## config.mk

```make
export PLATFORM = sky130hd
export DESIGN_NAME = instr_fetch_seq
export DESIGN_NICKNAME = d
export VERILOG_FILES = /design/src/rtl/instr_fetch_seq.sv
export SDC_FILE = /design/constraint.sdc
export NUM_CORES = 1
export LEC_CHECK = 0
export CAP_MARGIN = 20
export CORE_UTILIZATION = 40
export DETAILED_ROUTE_END_ITERATION = 16
export PLACE_DENSITY = 0.82
export SETUP_SLACK_MARGIN = 0.02
export SLEW_MARGIN = 10
export SYNTH_ARGS = -nofsm -noshare
export SYNTH_HDL_FRONTEND = slang
export SYNTH_SLANG_ARGS = --single-unit
```

## constraint.sdc

```tcl
create_clock -name clk -period 1.8 [get_ports clk]
set_input_delay 0.36 -clock clk [delete_from_list [all_inputs] [get_ports clk]]
set_output_delay 0.36 -clock clk [all_outputs]
set_load 0.01 [all_outputs]
```

## src/rtl/instr_fetch_seq.sv

```systemverilog
// -----------------------------------------------------------------------------
// instr_fetch_seq
//   Fetch/issue sequencer for a small control unit. It fetches one 8-bit
//   instruction at a time from program memory over a req/ack handshake and
//   latches it into the IR. It presents IR[7:5] as the opcode and IR[4:0] as
//   the operand. The control unit's jump decision, taken in EXECUTE, updates
//   the PC.
//
//   Optional feature macro: FETCH_TIMEOUT_EN
//     Defined   : a WAIT-state watchdog halts the sequencer with a sticky
//                 fault after TIMEOUT_CYCLES wait cycles with no ack.
//     Undefined : WAIT persists indefinitely and fault is tied to 0.
// -----------------------------------------------------------------------------
module instr_fetch_seq #(
    parameter int ADDR_W         = 5,
    parameter int DATA_W         = 8,
    parameter int TIMEOUT_CYCLES = 15
) (
    input  logic              clk,
    input  logic              rst,
    input  logic              run,
    output logic              mem_req,
    output logic [ADDR_W-1:0] mem_addr,
    input  logic              mem_ack,
    input  logic [DATA_W-1:0] mem_rdata,
    output logic [2:0]        opcode,
    output logic [ADDR_W-1:0] operand,
    output logic              exec_valid,
    input  logic              jump,
    output logic [ADDR_W-1:0] pc,
    output logic              halted,
    output logic              fault
);

    // The instruction format is a 3-bit opcode followed by an ADDR_W-bit
    // operand. The watchdog limit must be reachable.
    if (DATA_W != 3 + ADDR_W) begin : g_bad_width
        $error("instr_fetch_seq: DATA_W must equal 3 + ADDR_W");
    end
    if (TIMEOUT_CYCLES < 1) begin : g_bad_timeout
        $error("instr_fetch_seq: TIMEOUT_CYCLES must be at least 1");
    end

    localparam logic [2:0] OP_HALT = 3'b111;

    typedef enum logic [2:0] {
        S_IDLE,
        S_FETCH,
        S_WAIT,
        S_DECODE,
        S_EXECUTE,
        S_HALT
    } state_t;

    state_t              r_state;
    logic [ADDR_W-1:0]   r_pc;
    logic [DATA_W-1:0]   r_ir;
    logic                r_mem_req;
    logic                r_exec_valid;
    logic                r_halted;
    logic [ADDR_W-1:0]   w_pc_next;
    logic [2:0]          w_opcode;

`ifdef FETCH_TIMEOUT_EN
    localparam int CNT_W = ($clog2(TIMEOUT_CYCLES + 1) > 4) ?
                           $clog2(TIMEOUT_CYCLES + 1) : 4;
    logic [CNT_W-1:0]    r_wait_cnt;
    logic                r_fault;
`endif

    assign w_opcode  = r_ir[DATA_W-1 -: 3];
    // Jump target is the operand field; the increment wraps naturally at 2^ADDR_W.
    assign w_pc_next = jump ? r_ir[ADDR_W-1:0] : r_pc + 1'b1;

    // Sequencer FSM: state, PC, IR and all registered handshake/status outputs.
    always_ff @(posedge clk) begin
        // NOTE: sequential state uses non-blocking (<=) assignments so every
        // register samples pre-edge values, which keeps simulation and
        // synthesis in agreement. The reset here is synchronous, so rst is
        // only seen at a rising edge and is left out of the sensitivity list.
        if (rst) begin
            r_state      <= S_IDLE;
            r_pc         <= '0;
            r_ir         <= '0;
            r_mem_req    <= 1'b0;
            r_exec_valid <= 1'b0;
            r_halted     <= 1'b0;
`ifdef FETCH_TIMEOUT_EN
            r_wait_cnt   <= '0;
            r_fault      <= 1'b0;
`endif
        end else begin
            case (r_state)
                S_IDLE: begin
                    if (run) begin
                        r_state   <= S_FETCH;
                        r_mem_req <= 1'b1;
                    end
                end

                S_FETCH: begin
                    // A fast memory may ack in the same cycle as the request.
                    if (mem_ack) begin
                        r_ir      <= mem_rdata;
                        r_mem_req <= 1'b0;
                        r_state   <= S_DECODE;
                    end else begin
                        r_state   <= S_WAIT;
`ifdef FETCH_TIMEOUT_EN
                        r_wait_cnt <= '0;
`endif
                    end
                end

                S_WAIT: begin
                    if (mem_ack) begin
                        r_ir      <= mem_rdata;
                        r_mem_req <= 1'b0;
                        r_state   <= S_DECODE;
                    end
`ifdef FETCH_TIMEOUT_EN
                    // An ack on the limit cycle takes priority over the timeout.
                    else if (r_wait_cnt == CNT_W'(TIMEOUT_CYCLES - 1)) begin
                        r_mem_req <= 1'b0;
                        r_fault   <= 1'b1;
                        r_halted  <= 1'b1;
                        r_state   <= S_HALT;
                    end else begin
                        r_wait_cnt <= r_wait_cnt + 1'b1;
                    end
`endif
                end

                S_DECODE: begin
                    r_exec_valid <= 1'b1;
                    r_state      <= S_EXECUTE;
                end

                S_EXECUTE: begin
                    r_exec_valid <= 1'b0;
                    r_pc         <= w_pc_next;
                    // The run level is checked only here, so the current
                    // instruction always completes.
                    if (w_opcode == OP_HALT) begin
                        r_halted <= 1'b1;
                        r_state  <= S_HALT;
                    end else if (run) begin
                        r_mem_req <= 1'b1;
                        r_state   <= S_FETCH;
                    end else begin
                        r_state   <= S_IDLE;
                    end
                end

                S_HALT: begin
                    r_state <= S_HALT;
                end

                default: begin
                    r_state <= S_IDLE;
                end
            endcase
        end
    end

    assign mem_req    = r_mem_req;
    assign mem_addr   = r_pc;
    assign pc         = r_pc;
    assign opcode     = w_opcode;
    assign operand    = r_ir[ADDR_W-1:0];
    assign exec_valid = r_exec_valid;
    assign halted     = r_halted;
`ifdef FETCH_TIMEOUT_EN
    assign fault      = r_fault;
`else
    assign fault      = 1'b0;
`endif

endmodule

```

==> reports/qor.yml <==
core-area_um2: 2300
vias_per_cell: 5.13
final_nets: 155
syn_inst: 114
crit_fanout: 6
place_area_um2: 1320
antenna_found_initial: 0
hold_viol: 0
drt_iter0_drc: 7
outcome: "finished clean"
startpoint_type: "flop"
final_area_um2: 1350
syn2layout_area_growth_pct: 32.5
dr_total_vias: 862
end_kind: "output pin"
yosysUniqueCellTypes: 33
power.density_nw_per_um2: 783
slew_violations: 0
stdcell_count: 168
rsz0062_at_grt: "no"
path_cells: "clkdlybuf4s50_1"
placedCellCount: 164
num_antenna_cells: 0
cts_hold_buf: 0
fin_crit_sh: 0.931
arrival_ns: 1.32
worstPathRequired_ns: 1.44
period_needed_ns: 1.68
gp_congestion: 0.761
drive_gt1_frac: 0.0714
yosysTopAreaCell: "dfxtp_1"
clock_path_buffers: 2
dp_hpwl_mm: 1.47
endpoint: "mem_addr[1]"
cts_setup_buffers: 0
post_cts_resized: 0
syn_avg_cell_area_um2: 8.91
ys_ff_latch: 19
portBuffers: 33
cts_buffers: 3
clock_sink_count: 19
cts_tree: "built"
cp_num_buf_inv: 1
fillers: 219
antenna_left: 0
grt_pass1_vias: 770
worst_clock_skew_ns: 0.00850
p_leak_nw: 0.473
setup-violations-final: 0
vdd_drop_max_v: 0.000396
cts-root-buf: "clkbuf_4"
start_util: 0.442
critical-path-max-stage-delay_ns: 0.58
ys_warn_count: 0
die-area_um2: 2750
crit_slowest_cell: "clkdlybuf4s50_1"
finalSetupTns_ns: 0
die_w_um: 52.4
cp_top_family: "buffers and inverters"
dr.pass1.iters: 4
cp-startpoint: "mem_addr[1]$_SDFFE_PP0N_"
r2r_slack_ns: 0.36
power_mw: 1.05
io_pins: 35
finalWirelength_mm: 2.02
netlist_area_um2: 1020
cts.htree.levels: 1
path_depth: 1
rr_endpoint: "mem_addr[0]$_SDFFE_PP0N_"
synth_nets: 128
grt.overflow.total: 0
mostFrequentLayoutCell: "clkdlybuf4s50_1"
clkTransAtPathRegs_ns: 0.12
multi_input_area_um2: 539
track_usage: 0.162
fp.dieH_um: 52.4
clk_latency_ns: 0.30
drc: 0
r2r_cells: 3
ys_seq_area_frac: 0.374
grt_first_pass_wirelength_mm: 3.28
cap_violations: 0
worstReg2RegStart: "r_state[1]$_SDFFE_PP0P_"
synth.area.top_cells: "dfxtp_1 (37%), nand2b_1 (12%), mux2i_1 (8.9%)"
wl_per_cell_um: 12.0
hold_class: "reg -> reg"
criticalPathCategory: "reg -> out"
grt_max_degree: 29
yosys.area.top_type_share: 0.374
regArea_um2: 382
row_count: 17
max_freq_mhz: 597
final_cell_mix: "clkdlybuf4s50_1 (33), nand2b_1 (19), dfxtp_1 (18)"
cells in the mapped netlist (all sizes together):
| library cell | count |
|---|---|
| a21oi | 4 |
| nor2b | 4 |
| o32a | 1 |
| buf | 10 |
| nand2b | 19 |
| mux2i | 9 |
| inv | 2 |
| dfxtp | 19 |
| a22oi | 1 |
| a31oi | 3 |
| clkbuf | 4 |
| nor2 | 4 |
| nand3 | 3 |
| nor3b | 3 |
| a2111oi | 2 |
| nand2 | 3 |
| or3b | 1 |
| and2 | 1 |
| xor2 | 1 |
| a2111o | 1 |
| or3 | 2 |
| a211oi | 2 |
| xnor2 | 1 |
| a311oi | 1 |
| o21ai | 7 |
| ha | 1 |
| nor3 | 1 |
| conb | 1 |
| o31a | 2 |
| and3 | 1 |
state kept, by name, indices dropped and copies added, names as in the netlist:
signal	flops
r_ir	8
r_state	3
mem_req	1
mem_addr	5
exec_valid	1
halted	1
how the worst min path moves through the flow:
stage,end,cells after the start,slack (ns),start
global route,mem_req$_SDFFE_PP0P_,2,0.50,mem_req$_SDFFE_PP0P_
global placement,mem_req$_SDFFE_PP0P_,2,0.45,mem_req$_SDFFE_PP0P_
detailed placement,mem_req$_SDFFE_PP0P_,2,0.46,mem_req$_SDFFE_PP0P_
finish,mem_req$_SDFFE_PP0P_,2,0.48,mem_req$_SDFFE_PP0P_
floorplan,mem_req$_SDFFE_PP0P_,2,0.48,mem_req$_SDFFE_PP0P_
CTS,mem_req$_SDFFE_PP0P_,2,0.48,mem_req$_SDFFE_PP0P_
power breakdown:
group	switching, mW	internal, mW	total, mW
combinational	0.118	0.174	0.292
sequential	0.0647	0.469	0.534
clock	0.143	0.0846	0.228
kinds of logic after synthesis:
group / after synthesis / share of synthesized area
muxes: 9 / 0.0887
other: 1 / 0.00369
DFF: 19 / 0.374
adders and majority gates: 1 / 0.0123
buffers and inverters: 16 / 0.0948
xor gates and xnor gates: 2 / 0.0172
and+or+nand+nor: 42 / 0.250
AOI/OAI and AO/OA: 24 / 0.159
layout make-up:
| type | instances | share of cell area |
|---|---|---|
| clock inverter | 1 | 0.00558 |
| timing repair buffer | 36 | 0.262 |
| inverter | 2 | 0.00558 |
| clock buffer | 3 | 0.0167 |
| multi-input combinational | 79 | 0.401 |
| sequential | 19 | 0.283 |
| tap | 28 | 0.0260 |
stage by stage:
stage                     setup WS [ns]  hold slack [ns]   util
after floorplan                   0.476            0.478      -
after global placement            0.223            0.446  0.572
after detailed placement          0.180            0.456  0.572
after CTS                        0.0593            0.478  0.586
after global routing             0.0486            0.503  0.586
final                             0.124            0.478  0.586
metal layers:
layer	vias to the layer above	routed length, um	GRT usage
met2	19	1020	0.270
met1	399	909	0.195
met4	0	27	0.105
met3	2	60	0.0174
met5	-	0	0
li1	442	-	-
No activity file was read; power rests on OpenSTA's default activity.
==> patch 1 (same settings) <==
Reset style: asynchronous (`rst`), changed in one clocked block. Comments in the files are not updated.
--- a/src/rtl/instr_fetch_seq.sv
+++ b/src/rtl/instr_fetch_seq.sv
@@ -74,5 +74,5 @@
 
     // Sequencer FSM: state, PC, IR and all registered handshake/status outputs.
-    always_ff @(posedge clk) begin
+    always_ff @(posedge clk or posedge rst) begin
         // NOTE: sequential state uses non-blocking (<=) assignments so every
         // register samples pre-edge values, which keeps simulation and
Check against the original RTL: differs if rst is asserted again (counterexample within 4 cycles, from zero or initial values and one cycle with rst high); with rst held inactive, the same outputs for 10 cycles.
==> patch 1 against the original RTL <==
- worst setup slack worse by 46 ps
- first-iteration DRC count grew to 2.7 times the old value
- synthesized cell count is 25% lower
- sequential cell count stayed put
- final area is 2.8% lower
- sequential share of layout area is 8.1 points higher
- global-route usage is 1.7 points higher
- critical path depth stayed put
- area after synthesis is 7.1% lower
- routed wire length is 1.8% higher
- clock skew is 1.0 ps lower
Power is not compared: it rests on default switching activity, and its combinational part moved more than twofold at a synthesized area within 25%.
==> patch 1: results (changes against the original RTL) <==
Outcome
  – Status: finished, final reports clean (unchanged)

Drt
  – WL met1: 900 µm (was 909 µm)
  – Drt first pass iters: 4 (unchanged)
  – Met3 Wirelength: 111 µm (was 60 µm)
  – Vias per cell: 5.41 (was 5.13)
  – DR WL/cell: 14.0 µm (was 12.0 µm)
  – Top sig layer: met4 (unchanged)
  – Starting DRC count in detailed routing: 19 (was 7)
  – DR WL met2: 1.01 mm (was 1.02 mm)

Critical path
  – Worst path top cell family by delay: buffers and inverters (unchanged)
  – Crit path arrival time: 1360 ps (was 1320 ps)
  – CP max-delay cell: clkdlybuf4s50_1 (unchanged)
  – Crit Path Max Fanout: 7 (was 6)
  – Max stage delay on crit path: 580 ps (about the same)
  – R2r worst-path depth: 5 (was 3)

Synthesis
  – Complex-gate fraction of the synthesized area: 11.5% (was 15.9%)
  – Post-synthesis sequential area ratio: 50.4% (was 37.4%)
  – Post-synth net total: 100 (was 128)
  – Top cells by count, synth: dfrtp_1, buf_4, mux2_2 (was dfxtp_1, nand2b_1, mux2i_1)
  – Yosys warning total: 0 (unchanged)
  – Post-synthesis mux area share: 11.7% (was 8.87%)
  – Post-synthesis adder-cell area fraction: 1.33% (was 1.23%)
  – Synth Flop Type: dfrtp_1 (was dfxtp_1)
  – Xor and xnor fraction of the mapped netlist area: 0.928% (was 1.72%)
  – Async SR Flop Fraction: 100% (was 0%)
  – Top cells by area, synth: dfrtp_1, mux2_2, buf_4 (was dfxtp_1, nand2b_1, mux2i_1)
  – Synth unique cells: 31 (was 33)

Placement
  – Detailed Place HPWL: 1.55 mm (was 1.47 mm)
  – Place WS: 109 ps (was 180 ps)
  – GPL Wtd Cong: 0.762 (was 0.761)

Global route
  – Initial antenna violation count: 0 (unchanged)
  – Largest net degree at the start of global routing: 20 (was 29)
  – First-pass GRT wire length: 3.44 mm (was 3.28 mm)
  – GR Util All Layers: 18.0% (was 16.2%)
  – Vias in the first global route: 752 (was 770)

Finish
  – Layout Nets: 134 (was 155)
  – Reg with most FFs: r_ir (unchanged)
  – Max FFs per register: 8 (unchanged)
  – Fill cells: 196 (was 219)
  – Share of cells above drive strength 1: 19.3% (was 7.14%)

Pwr
  – Max IR drop VDD: ~0.94 mV

CTS
  – Postcts setup bufs: 0 (unchanged)
  – CTS max path bufs: 2 (unchanged)
  – Clk_lat worst skew: ~310 ps
  – Post-CTS resize count: 0 (unchanged)
  – Htree depth: 1 (unchanged)
  – Total CTS buffers: 3 (unchanged)
  – CTS clk-pin slew, worst paths: 110 ps
  – CTS Root Cell: clkbuf_4 (unchanged)

STA
  – Final max-slew violation count: 0 (unchanged)
  – Clock Skew: 7.48 ps (was 8.50 ps)

Worst hold path
  – Min-delay worst type: primary input to asynchronous set/reset pin (was register to register)
patch 1: cell count changes after synthesis, moves of 3 or more:
cell,before,now
mux2i_1,9,2
clkbuf_1,4,1
nor2b_1,4,0
mux2_2,0,8
nand2b_1,19,1
dfrtp_1,0,19
dfxtp_1,19,0
patch 1: final cells by class:
cell class	count	area share [%]
Multi-Input combinational cell	54	29.1
Tap cell	28	2.68
Sequential cell	19	36.4
Inverter	2	0.574
Clock buffer	4	2.01
Timing Repair Buffer	40	29.3
patch 1: final timing paths:
path	start	end	slack, ps
hold / removal	rst	r_state[2]	360
max in group asynchronous	rst	mem_addr[2]	1220
hold reg to reg	halted	halted	500
setup / recovery	mem_addr[0]	mem_addr[0]	80
min in group clk	halted	halted	500
setup reg to reg	r_state[1]	r_ir[3]	240
patch 1: layer usage:
layer,GRT usage (%),vias to the layer above
met5,0,-
met4,8.33,0
li1,-,377
met2,31.1,32
met1,22.0,381
met3,2.42,5
patch 1: tightest hold or removal path, stage by stage:
cell             delay (ps)
clkdlybuf4s50_1         400
inv_1                    50
buf_4                   250
patch 1: power by group:
| group | total (mW) | leakage, nW | switching (mW) | internal, mW |
|---|---|---|---|---|
| clock network | 0.222 | 0.0150 | 0.136 | 0.0866 |
| logic | 1.21 | 0.307 | 0.487 | 0.728 |
| registers | 0.876 | 0.226 | 0.234 | 0.642 |
| total | 2.31 | 0.548 | 0.856 | 1.46 |
patch 1: cell families (layout without fill, tap and decap cells):
group / count (synthesis) / after routing
simple gates: 23 / 23
other cells: 1 / 1
flops: 19 / 19
compound gates: 18 / 18
buf+inv: 13 / 46
fa+ha+maj: 1 / 1
mux: 10 / 10
xor+xnor: 1 / 1
patch 1: through the flow:
step	hold slack (ps)	std cells	cell area (µm²)
after global routing	389	147	1310
after global placement	464	143	1280
final	358	147	1310
after floorplan	311	86	943
after detailed placement	461	143	1280
after CTS	369	147	1310
==> patch 2 (same flow settings) <==
Without the edit above. Build with the macro `FETCH_TIMEOUT_EN` defined.
--- a/src/rtl/instr_fetch_seq.sv
+++ b/src/rtl/instr_fetch_seq.sv
@@ -12,4 +12,6 @@
 //     Undefined : WAIT persists indefinitely and fault is tied to 0.
 // -----------------------------------------------------------------------------
+`define FETCH_TIMEOUT_EN
+
 module instr_fetch_seq #(
     parameter int ADDR_W         = 5,
Formal check against the unedited RTL: same outputs for any inputs over 10 cycles, from zero or initial values and one cycle with rst high; that may be too few to reach the edited logic, so the function may still have changed.
==> patch 2 against the original RTL <==
- the run now ends with design-rule violations left
- sequential cell count grew 5
- worst setup slack lost 15 ps
- via count grew 31%
- routed wire length grew 42%
- final area grew 24%
- total power grew 11%
- area after synthesis grew 22%
- die area grew 21%
- core utilization grew 0.62 points
==> patch 2: results (changes against the original RTL) <==
Outcome
  – Status: complete, but fails checks (was finished, final reports clean)
  – Failing checks: design-rule violations

Finish
  – Nonclk buf count: 46 (was 36)
  – Sequential cell area: 483 µm² (was 382 µm²)
  – Multi-In Gates: 98 (was 79)
  – Final instance area: 0.00168 mm² (was 0.00135 mm²)
  – Non-clk invs: 4 (was 2)
  – Multi-input logic portion of the cell area: 40.1% (about the same)

Placement
  – GPL Wtd Cong: 0.824 (was 0.761)
  – Number of instances in the placed design: 203 (was 164)
  – Place WS: -78.2 ps (was 180 ps)
  – Placed Area: 0.00163 mm² (was 0.00132 mm²)

Drt
  – Starting DRC count in detailed routing: 21 (was 7)
  – Drt first pass iters: 10 (was 4)
  – Final wirelength: 2.85 mm (was 2.02 mm)
  – Vias per cell: 5.43 (was 5.13)
  – DRC Markers: 1 (was 0)

STA
  – Fin crit period: 1690 ps (was 1680 ps)
  – Clock Skew: 3.96 ps (was 8.50 ps)

Global route
  – GR Util All Layers: 17.9% (was 16.2%)
  – Met3 Use GR: 2.04% (was 1.74%)
  – Largest net degree at the start of global routing: 14 (was 29)
  – GR Util met2: 31.7% (was 27.0%)

Critical path
  – R2r worst-path depth: 7 (was 3)
  – Setup slack, reg-to-reg: 190 ps (was 360 ps)
  – Crit path capture: pc[3] (was mem_addr[1])
  – Crit Reg-Reg Endpoint: mem_req (was mem_addr[0])

Pwr
  – Seq pwr: 599 µW (was 534 µW)
  – Cell-internal power: 849 µW (was 727 µW)
  – Max IR drop VDD: 0.338 mV (was 0.396 mV)
  – Leak pwr: 0.612 nW (was 0.473 nW)
  – Clk pwr share: 23.8% (was 21.6%)

CTS
  – Post-CTS resize count: 1 (was 0)

Synthesis
  – Top cells by area, synth: dfxtp_1, mux2i_1, nor2_1 (was dfxtp_1, nand2b_1, mux2i_1)
  – Post-synthesis sequential area ratio: 38.9% (was 37.4%)
  – Post-synth net total: 154 (was 128)
  – Xor and xnor fraction of the mapped netlist area: 0.709% (was 1.72%)
  – Top cells by count, synth: dfxtp_1, nor2_1, a21oi_1, o21ai_0, mux2i_1 (was dfxtp_1, nand2b_1, mux2i_1)
  – Syn avg cell area: 8.95 µm² (was 8.91 µm²)
  – Post-synthesis sequential element count: 24 (was 19)

Die
  – FP Rows: 19 (was 17)

Worst hold path
  – Worst Hold End: exec_valid (was mem_req)
  – Worst hold start: exec_valid (was mem_req)
[patch 2: cell count changes after synthesis, sizes merged, moves of 3 or more]
cell / delta
nand2b: -17
nor2: +14
a21oi: +7
dfxtp: +5
nand2: +4
o21ai: +4
nor2b: -3
[patch 2: metrics by stage]
stage / hold slack [ps] / power, mW
3_3_place_gp: 460 / 0.891
4_1_cts: 501 / 1.19
3_5_place_dp: 481 / 0.902
6_report: 495 / 1.17
5_1_grt: 525 / 1.24
2_1_floorplan: 450 / 0.775
[patch 2: logic make-up after synthesis]
family / Yosys count
simple gates: 45
compound gates: 40
flops: 24
buf+inv: 16
mux: 9
fa+ha+maj: 3
xor+xnor: 1
[patch 2: per-layer routing]
layer | up-vias | share of wire, %
met5 | - | 0
met4 | 0 | 0.46
met3 | 2 | 4.2
met2 | 33 | 50
met1 | 521 | 45
li1 | 569 | -
